**src/rtl/fn_division.sv**
```systemverilog
// Iterative restoring divider (RV32M DIV/DIVU/REM/REMU), one quotient bit per clock.
// Optional FN_DIVISION_CERO_RAPIDO_EN: a zero divisor finishes after a single CALC cycle.
module fn_division #(
    parameter int WIDTH = 32
) (
    input  logic             clk,
    input  logic             rst,
    input  logic             inicio,
    input  logic [WIDTH-1:0] a,
    input  logic [WIDTH-1:0] b,
    input  logic             con_signo,
    output logic             ocupado,
    output logic             listo,
    output logic             div_cero,
    output logic [WIDTH-1:0] cociente,
    output logic [WIDTH-1:0] resto,
    output logic [1:0]       estado_dbg
);
    localparam int CW = $clog2(WIDTH) + 1;

    typedef enum logic [1:0] {IDLE = 2'd0, CALC = 2'd1, DONE = 2'd2} state_t;

    // Handshake: an accept happens on a rising edge with inicio=1 while not ocupado;
    // ocupado is high exactly in CALC, listo exactly in DONE, and results are valid while listo.
    state_t           state_q, state_d;
    logic [CW-1:0]    count_q, count_d;
    logic [WIDTH-1:0] dvd_q, dvd_d;
    logic [WIDTH-1:0] dvs_q, dvs_d;
    logic [WIDTH-1:0] rem_q, rem_d;
    logic [WIDTH-1:0] a_orig_q, a_orig_d;
    logic             sgn_c_q, sgn_c_d;
    logic             sgn_r_q, sgn_r_d;
    logic             cero_q, cero_d;
    logic [WIDTH-1:0] cociente_q, cociente_d;
    logic [WIDTH-1:0] resto_q, resto_d;
    logic             ocupado_q, ocupado_d;
    logic             listo_q, listo_d;

    logic [WIDTH-1:0] mag_a, mag_b;
    logic [WIDTH:0]   partial;
    logic             q_bit;
    logic [WIDTH-1:0] rem_next, dvd_next;

    always_comb begin
        mag_a = (con_signo && a[WIDTH-1]) ? -a : a;
        mag_b = (con_signo && b[WIDTH-1]) ? -b : b;

        // The dvd register doubles as the quotient: dividend bits leave at the top,
        // quotient bits enter at the bottom.
        partial  = {rem_q, dvd_q[WIDTH-1]} - {1'b0, dvs_q};
        q_bit    = ~partial[WIDTH];
        rem_next = q_bit ? partial[WIDTH-1:0] : {rem_q[WIDTH-2:0], dvd_q[WIDTH-1]};
        dvd_next = {dvd_q[WIDTH-2:0], q_bit};

        state_d    = state_q;
        count_d    = count_q;
        dvd_d      = dvd_q;
        dvs_d      = dvs_q;
        rem_d      = rem_q;
        a_orig_d   = a_orig_q;
        sgn_c_d    = sgn_c_q;
        sgn_r_d    = sgn_r_q;
        cero_d     = cero_q;
        cociente_d = cociente_q;
        resto_d    = resto_q;

        case (state_q)
            IDLE, DONE: begin
                if (inicio) begin
                    state_d  = CALC;
                    count_d  = CW'(WIDTH);
                    dvd_d    = mag_a;
                    dvs_d    = mag_b;
                    rem_d    = '0;
                    a_orig_d = a;
                    sgn_c_d  = con_signo & (a[WIDTH-1] ^ b[WIDTH-1]);
                    sgn_r_d  = con_signo & a[WIDTH-1];
                    cero_d   = (b == '0);
`ifdef FN_DIVISION_CERO_RAPIDO_EN
                    if (b == '0) count_d = CW'(1);
`endif
                end
            end
            CALC: begin
                dvd_d   = dvd_next;
                rem_d   = rem_next;
                count_d = count_q - CW'(1);
                if (count_q == CW'(1)) begin
                    state_d = DONE;
                    // Zero divisor overrides the sign fix: all-ones quotient, dividend as remainder.
                    cociente_d = cero_q ? '1 : (sgn_c_q ? -dvd_next : dvd_next);
                    resto_d    = cero_q ? a_orig_q : (sgn_r_q ? -rem_next : rem_next);
                end
            end
            default: state_d = IDLE;
        endcase

        ocupado_d = (state_d == CALC);
        listo_d   = (state_d == DONE);
    end

    always_ff @(posedge clk or posedge rst) begin
        if (rst) begin
            state_q    <= IDLE;
            count_q    <= '0;
            dvd_q      <= '0;
            dvs_q      <= '0;
            rem_q      <= '0;
            a_orig_q   <= '0;
            sgn_c_q    <= 1'b0;
            sgn_r_q    <= 1'b0;
            cero_q     <= 1'b0;
            cociente_q <= '0;
            resto_q    <= '0;
            ocupado_q  <= 1'b0;
            listo_q    <= 1'b0;
        end else begin
            state_q    <= state_d;
            count_q    <= count_d;
            dvd_q      <= dvd_d;
            dvs_q      <= dvs_d;
            rem_q      <= rem_d;
            a_orig_q   <= a_orig_d;
            sgn_c_q    <= sgn_c_d;
            sgn_r_q    <= sgn_r_d;
            cero_q     <= cero_d;
            cociente_q <= cociente_d;
            resto_q    <= resto_d;
            ocupado_q  <= ocupado_d;
            listo_q    <= listo_d;
        end
    end

    assign ocupado    = ocupado_q;
    assign listo      = listo_q;
    assign div_cero   = listo_q & cero_q;
    assign cociente   = cociente_q;
    assign resto      = resto_q;
    assign estado_dbg = state_q;
endmodule

```
**config.mk**
```make
export PLATFORM = sky130hd
export DESIGN_NAME = fn_division
export DESIGN_NICKNAME = d
export VERILOG_FILES = /design/src/rtl/fn_division.sv
export SDC_FILE = /design/constraint.sdc
export NUM_CORES = 1
export LEC_CHECK = 0
export ABC_AREA = 1
export CAP_MARGIN = 10
export CORE_ASPECT_RATIO = 1.4
export CORE_MARGIN = 2
export CORE_UTILIZATION = 30
export CTS_CLUSTER_DIAMETER = 200
export DETAILED_ROUTE_END_ITERATION = 10
export GPL_ROUTABILITY_DRIVEN = 0
export PLACE_DENSITY = 0.48
export SLEW_MARGIN = 0
export SYNTH_ARGS = -nofsm -noshare
export SYNTH_HDL_FRONTEND = slang
export SYNTH_SLANG_ARGS = --single-unit
```
**constraint.sdc**
```tcl
create_clock -name clk -period 18.38 [get_ports clk]
set_input_delay 3.676 -clock clk [delete_from_list [all_inputs] [get_ports clk]]
set_output_delay 3.676 -clock clk [all_outputs]
set_load 0.03 [all_outputs]
```
==> flow_metrics.py, run 1 <==
metrics = {
    "run_status": {
        "outcome": "finished, final reports clean",
    },
    "timing": {
        "rsz0062_at_grt": "no",
        "hold_viol": 0,
        "clock.fmax_ghz": 0.162,
        "max_slew_margin": 0.291,
        "min_period_ns": 6.19,
        "drv_slew": 0,
        "post-route-period-util": 0.337,
        "fin_worst_skew_ns": 0.0351,
        "setup_violations": 0,
        "worst_slew_pin_slew_ns": 1.06,
        "fin_tns_setup_ns": 0,
    },
    "critical_path": {
        "path_cells": "clkdlybuf4s50_1 > inv_1 > nand3_1 > nor2_1 > nand2_1 > nor3_1 > nand2_1 > nor3_1 > nand4_1 > nand3b_1 > nand3b_1 > o21ai_0 > nand2_1 > nand2_1 > nand3b_1",
        "cp-start-kind": "input port",
        "crit_top_cell": "nand2_1",
        "max_stage_delay_ns": 0.44,
        "arrival_ns": 6.61,
        "critPathMaxFanout": 4,
        "worstSetupPathType": "input port to flip-flop",
        "path_delay_family": "simple AND/OR/NAND/NOR gates",
        "worstPathBufferInverterCount": 2,
        "end_kind": "flip-flop",
        "crit_slowest_cell": "clkdlybuf4s50_1",
        "required_ns": 18.80,
    },
    "floorplan": {
        "io_pins": 137,
        "dieArea_sq_um": 50300,
        "die_h_um": 265,
        "rows": 95,
        "core_sq_um": 47900,
        "dieWidth_um": 190,
        "start_util": 0.304,
    },
    "logic_synthesis": {
        "synthesis.area_sq_um": 14500,
        "synth_most_common_cell": "nand2_1",
        "synth_edf_count": 0,
        "synth_commonest_cells": "nand2_1, inv_1, dfrtp_1, nor2_1, nand3_1",
        "synthTopCellsByArea": "dfrtp_1, nand2_1, inv_1",
        "ys_types": 49,
        "synth_cells": 2189,
        "synthFlopType": "dfrtp_1",
        "yosys.area.top_type": "dfrtp_1",
        "synth-seq-cells": 205,
        "ys_seq_area_frac": 0.353,
        "synth_area_per_cell_sq_um": 6.64,
        "synth_nets": 2296,
        "synth_top_area_share": 0.353,
        "synthArstFlopShare": 1.00,
        "yosys_warnings": 0,
    },
    "grt": {
        "antenna_found_initial": 0,
        "grtUsageTotal": 0.201,
        "grt-ovfl-total": 0,
        "first_global_vias": 14298,
        "grt_pass1_wl_mm": 79.0,
        "grt_max_degree": 139,
    },
    "final_layout": {
        "nets": 2398,
        "nFillCells": 5151,
        "diodes": 0,
        "drive_above_1_share": 0.0606,
        "synthToLayoutAreaGrowth_pct": 19.5,
    },
    "worst_hold_path": {
        "hp-class": "flip-flop to flip-flop",
    },
    "cts": {
        "clock_sinks": 205,
        "ctsHoldBuffers": 0,
        "cts_setup_buffers": 0,
        "cts-buffers-inserted": 25,
        "clk_latency_ns": 0.57,
        "h-tree-depth": 1,
        "cts_tree": "built",
        "cts_buffer_depth": 3,
        "root_buffer": "clkbuf_16",
        "cts_resized": 0,
        "path_clk_slew_ns": 0.06,
    },
    "routing": {
        "ant_nets": 0,
        "wl_per_cell_um": 17.1,
        "dr.pass1.iters": 5,
        "vias_per_cell": 4.78,
        "drt-total-wl_mm": 50.2,
        "num_vias": 14057,
        "drt_iter0_drc": 785,
        "drc": 0,
    },
    "placement": {
        "hpwl_mm": 38.6,
        "port_buffers": 136,
    },
    "flow_run": {
        "cap_violations": 0,
    },
}
-- worst paths after layout --
| check | from | end | slack, ns | cells after the start |
|---|---|---|---|---|
| setup / recovery | a[2] | dvd_q[29] | 12.19 | 15 |
| hold / removal | a_orig_q[14] | a_orig_q[14] | 0.48 | 2 |
| setup reg to reg | dvd_q[31] | cociente[28] | 13.45 | 26 |
| hold reg to reg | a_orig_q[14] | a_orig_q[14] | 0.48 | 2 |
| max in group asynchronous | rst | resto[25] | 13.08 | 3 |
| min in group asynchronous | rst | cociente[1] | 3.74 | 2 |
-- through the flow --
stage,utilization,hold slack (ns),instances,instance area [sq um],worst slack (ns)
final,0.363,0.480,2940,17400,12.19
after global routing,0.363,0.506,2940,17400,11.62
after CTS,0.363,0.483,2940,17400,12.14
after detailed placement,0.344,0.466,2894,16500,11.56
after global placement,0.344,0.463,2894,16500,11.60
after floorplan,-,0.444,2189,14500,9.11
-- metal layers --
layer	vias to the layer above	wire length (um)	share of wire	track usage
li1	7162	-	-	-
met1	6539	20400	0.41	0.228
met2	273	25500	0.51	0.370
met3	83	1710	0.034	0.0246
met4	0	2530	0.050	0.0939
met5	-	0	0	0
-- cell families after synthesis --
family,count (synthesis),synth area share
compound gates,293,0.118
xor+xnor,70,0.0422
fa+ha+maj,39,0.0341
buf+inv,394,0.105
flops,205,0.353
simple gates,1188,0.347
-- cell type report --
type | count | area [sq um] | share of cell area
clock buffers | 38 | 754 | 0.0434
flip-flops and latches | 205 | 5130 | 0.295
clock inverters | 8 | 155 | 0.00892
repair buffers | 150 | 1470 | 0.0844
multi-input cells | 1590 | 7890 | 0.454
well taps | 630 | 788 | 0.0453
inverters | 319 | 1200 | 0.0693
-- state kept, by name (all words and copies together), names as in the netlist, 2 cells and up --
signal      cells
a_orig_q       32
cociente       32
count_q         6
dvd_q          32
dvs_q          32
estado_dbg      2
rem_q          32
resto          32
-- cells in the final DEF (no fill, tap or decap), types with 9 or more instances in the layout --
cell type,netlist,layout
a21oi_1,45,45
a31oi_1,27,27
buf_4,0,14
clkbuf_16,0,25
clkdlybuf4s50_1,0,136
dfrtp_1,205,205
ha_1,38,38
inv_1,308,304
inv_2,8,10
nand2_1,738,737
nand2_2,28,28
nand2_4,11,12
nand3_1,151,151
nand4_1,18,18
nor2_1,169,169
nor2_2,19,19
nor3_1,24,24
o21ai_0,117,117
o221ai_1,19,19
o22ai_1,47,47
o31ai_1,13,13
xnor2_1,9,9
xor2_1,61,61
-- worst register-to-register path, stage by stage (launching register included) --
cell,delay [ns]
dfrtp_1,0.32
inv_1,0.13
ha_1,0.29
fa_1,0.41
inv_1,0.10
nand2_1,0.06
nand2_1,0.08
nand3_1,0.09
nand2_2,0.14
nand2_2,0.08
nand2_2,0.09
nand2_4,0.08
nand2_4,0.09
nand2_4,0.10
nand2_4,0.41
ha_1,0.32
nand4_1,0.17
nor3_1,0.41
nand4_1,0.21
nor2_1,0.24
nand2_1,0.16
inv_1,0.15
nand3_1,0.13
o31ai_1,0.26
xor2_1,0.21
o22ai_1,0.09
inv_1,0.08
Power of run 1 is not shown: default switching activity piles up to over one toggle a cycle in this logic, so the estimate is an artifact.
==> inputs of run 2 (changes only) <==
==> constraint.sdc (replaced) <==
create_clock -name clk -period 5.95 [get_ports clk]
set_input_delay 1.19 -clock clk [delete_from_list [all_inputs] [get_ports clk]]
set_output_delay 1.19 -clock clk [all_outputs]
set_load 0.03 [all_outputs]
==> run 2 against run 1 <==
  * First-iteration DRC count is 0.89% higher
  * Worst hold slack is essentially flat
  * Core utilization increased by 0.063 points
  * Register-to-register slack got worse by 12 ns
  * Clock-buffer cell count down 1
==> flow_metrics.py, run 2 (synthesized netlist as in run 1, its figures left out) <==
metrics = {
    "cts": {
        "root_buffer": "clkbuf_16",
        "clk_latency_ns": 0.56,
        "cts_tree": "built",
        "clock_sinks": 205,
        "path_clk_slew_ns": 0.06,
        "cts_setup_buffers": 0,
        "cts_resized": 0,
        "h-tree-depth": 1,
        "ctsHoldBuffers": 0,
        "cts-buffers-inserted": 26,
        "cts_buffer_depth": 3,
    },
    "critical_path": {
        "cp-start-kind": "flip-flop",
        "reg2reg_from": "dvd_q[31]",
        "r2r-end": "cociente[28]",
        "rrSetupSlack_ns": 1.18,
        "worstSetupPathType": "flip-flop to flip-flop",
        "crit_start": "dvd_q[31]",
        "required_ns": 6.43,
        "critPathMaxFanout": 30,
        "arrival_ns": 5.25,
        "crit_path_end": "cociente[28]",
        "ff2ff_path_depth": 26,
        "end_kind": "flip-flop",
    },
    "routing": {
        "dr.pass1.iters": 5,
        "drt_iter0_drc": 792,
        "wl_per_cell_um": 17.7,
        "vias_per_cell": 4.80,
        "ant_nets": 0,
        "drc": 0,
        "num_vias": 14122,
        "drt-total-wl_mm": 52.1,
    },
    "final_layout": {
        "nets": 2403,
        "synthToLayoutAreaGrowth_pct": 19.8,
        "final_area_sq_um": 17400,
        "drive_above_1_share": 0.0626,
        "final_common_cell": "nand2_1",
        "nFillCells": 5193,
        "final_cell_mix": "nand2_1, inv_1, dfrtp_1",
        "diodes": 0,
    },
    "timing": {
        "hold_viol": 0,
        "fin_worst_skew_ns": 0.0162,
        "min_period_ns": 4.77,
        "fin_tns_setup_ns": 0,
        "rsz0062_at_grt": "no",
        "post-route-period-util": 0.801,
        "worst_slew_pin_slew_ns": 1.06,
        "clock.fmax_ghz": 0.210,
        "max_slew_margin": 0.294,
        "drv_slew": 0,
        "setup_violations": 0,
    },
    "floorplan": {
        "dieWidth_um": 190,
        "io_pins": 137,
        "die_h_um": 265,
        "rows": 95,
        "start_util": 0.304,
        "dieArea_sq_um": 50300,
        "core_sq_um": 47900,
    },
    "placement": {
        "dpl_cell_area_sq_um": 16500,
        "port_buffers": 136,
        "hpwl_mm": 39.6,
    },
    "flow_run": {
        "cap_violations": 0,
    },
    "grt": {
        "grtUsageTotal": 0.207,
        "grt_pass1_wl_mm": 81.2,
        "antenna_found_initial": 0,
        "grt-ovfl-total": 0,
        "first_global_vias": 14330,
        "grt_max_degree": 139,
    },
    "worst_hold_path": {
        "min_from": "a_orig_q[0]",
        "hp-class": "flip-flop to flip-flop",
    },
    "run_status": {
        "outcome": "finished, final reports clean",
    },
}
[run 2: changes by cell type in the layout (fill, tap and decap cells not counted)]
| cell | before | now |
|---|---|---|
| bufinv_16 | 4 | 3 |
| clkbuf_16 | 25 | 26 |
| buf_12 | 0 | 1 |
| clkbuf_8 | 8 | 6 |
| clkinv_4 | 0 | 1 |
| clkinvlp_4 | 0 | 2 |
| inv_16 | 1 | 0 |
| clkinv_8 | 0 | 1 |
| buf_4 | 14 | 17 |
[run 2: layer usage]
layer  wire length, um  global-route usage  vias to the layer above
li1                  -                   -                     7153
met3              1840              0.0224                       88
met2             26000               0.371                      289
met5                 0                   0                        -
met1             21100               0.240                     6592
met4              3100               0.113                        0
[run 2: how the worst min path moves through the flow]
| stage | to | cells after the start |
|---|---|---|
| 2_1_floorplan | a_orig_q[9] | 2 |
| 3_3_place_gp | a_orig_q[26] | 2 |
| 3_5_place_dp | a_orig_q[26] | 2 |
| 4_1_cts | a_orig_q[9] | 2 |
| 5_1_grt | a_orig_q[22] | 2 |
| 6_report | a_orig_q[0] | 2 |
[run 2: area by class of cell]
type | instances | area [sq um] | share of cell area
multi-input combinational | 1590 | 7890 | 0.453
sequential | 205 | 5130 | 0.295
timing repair buffer | 154 | 1510 | 0.0867
inverter | 319 | 1200 | 0.0690
tap | 630 | 788 | 0.0453
clock buffer | 37 | 752 | 0.0432
clock inverter | 10 | 149 | 0.00855
[run 2: critical path, stage by stage, from the launching register on]
cell and delay [ns]:
dfrtp_1 0.32, inv_1 0.07, ha_1 0.24, fa_1 0.41
inv_1 0.09, nand2_1 0.05, nand2_1 0.08, nand3_1 0.08
nand2_2 0.13, nand2_2 0.07, nand2_2 0.09, nand2_4 0.08
nand2_4 0.09, nand2_4 0.09, nand2_4 0.39, ha_1 0.30
nand4_1 0.18, nor3_1 0.42, nand4_1 0.19, nor2_1 0.24
nand2_1 0.16, inv_1 0.14, nand3_1 0.13, o31ai_1 0.27
xor2_1 0.18, o22ai_1 0.08, inv_1 0.09
[run 2: through the flow]
stage	hold WS (ns)	worst slack [ns]	util	cells
after floorplan	0.444	2.10	-	2189
after global placement	0.464	1.19	0.345	2898
after detailed placement	0.467	1.16	0.345	2898
after CTS	0.483	1.18	0.364	2945
after global routing	0.498	0.804	0.364	2945
final	0.480	1.18	0.364	2945
Power of run 2 is left out for the same reason.
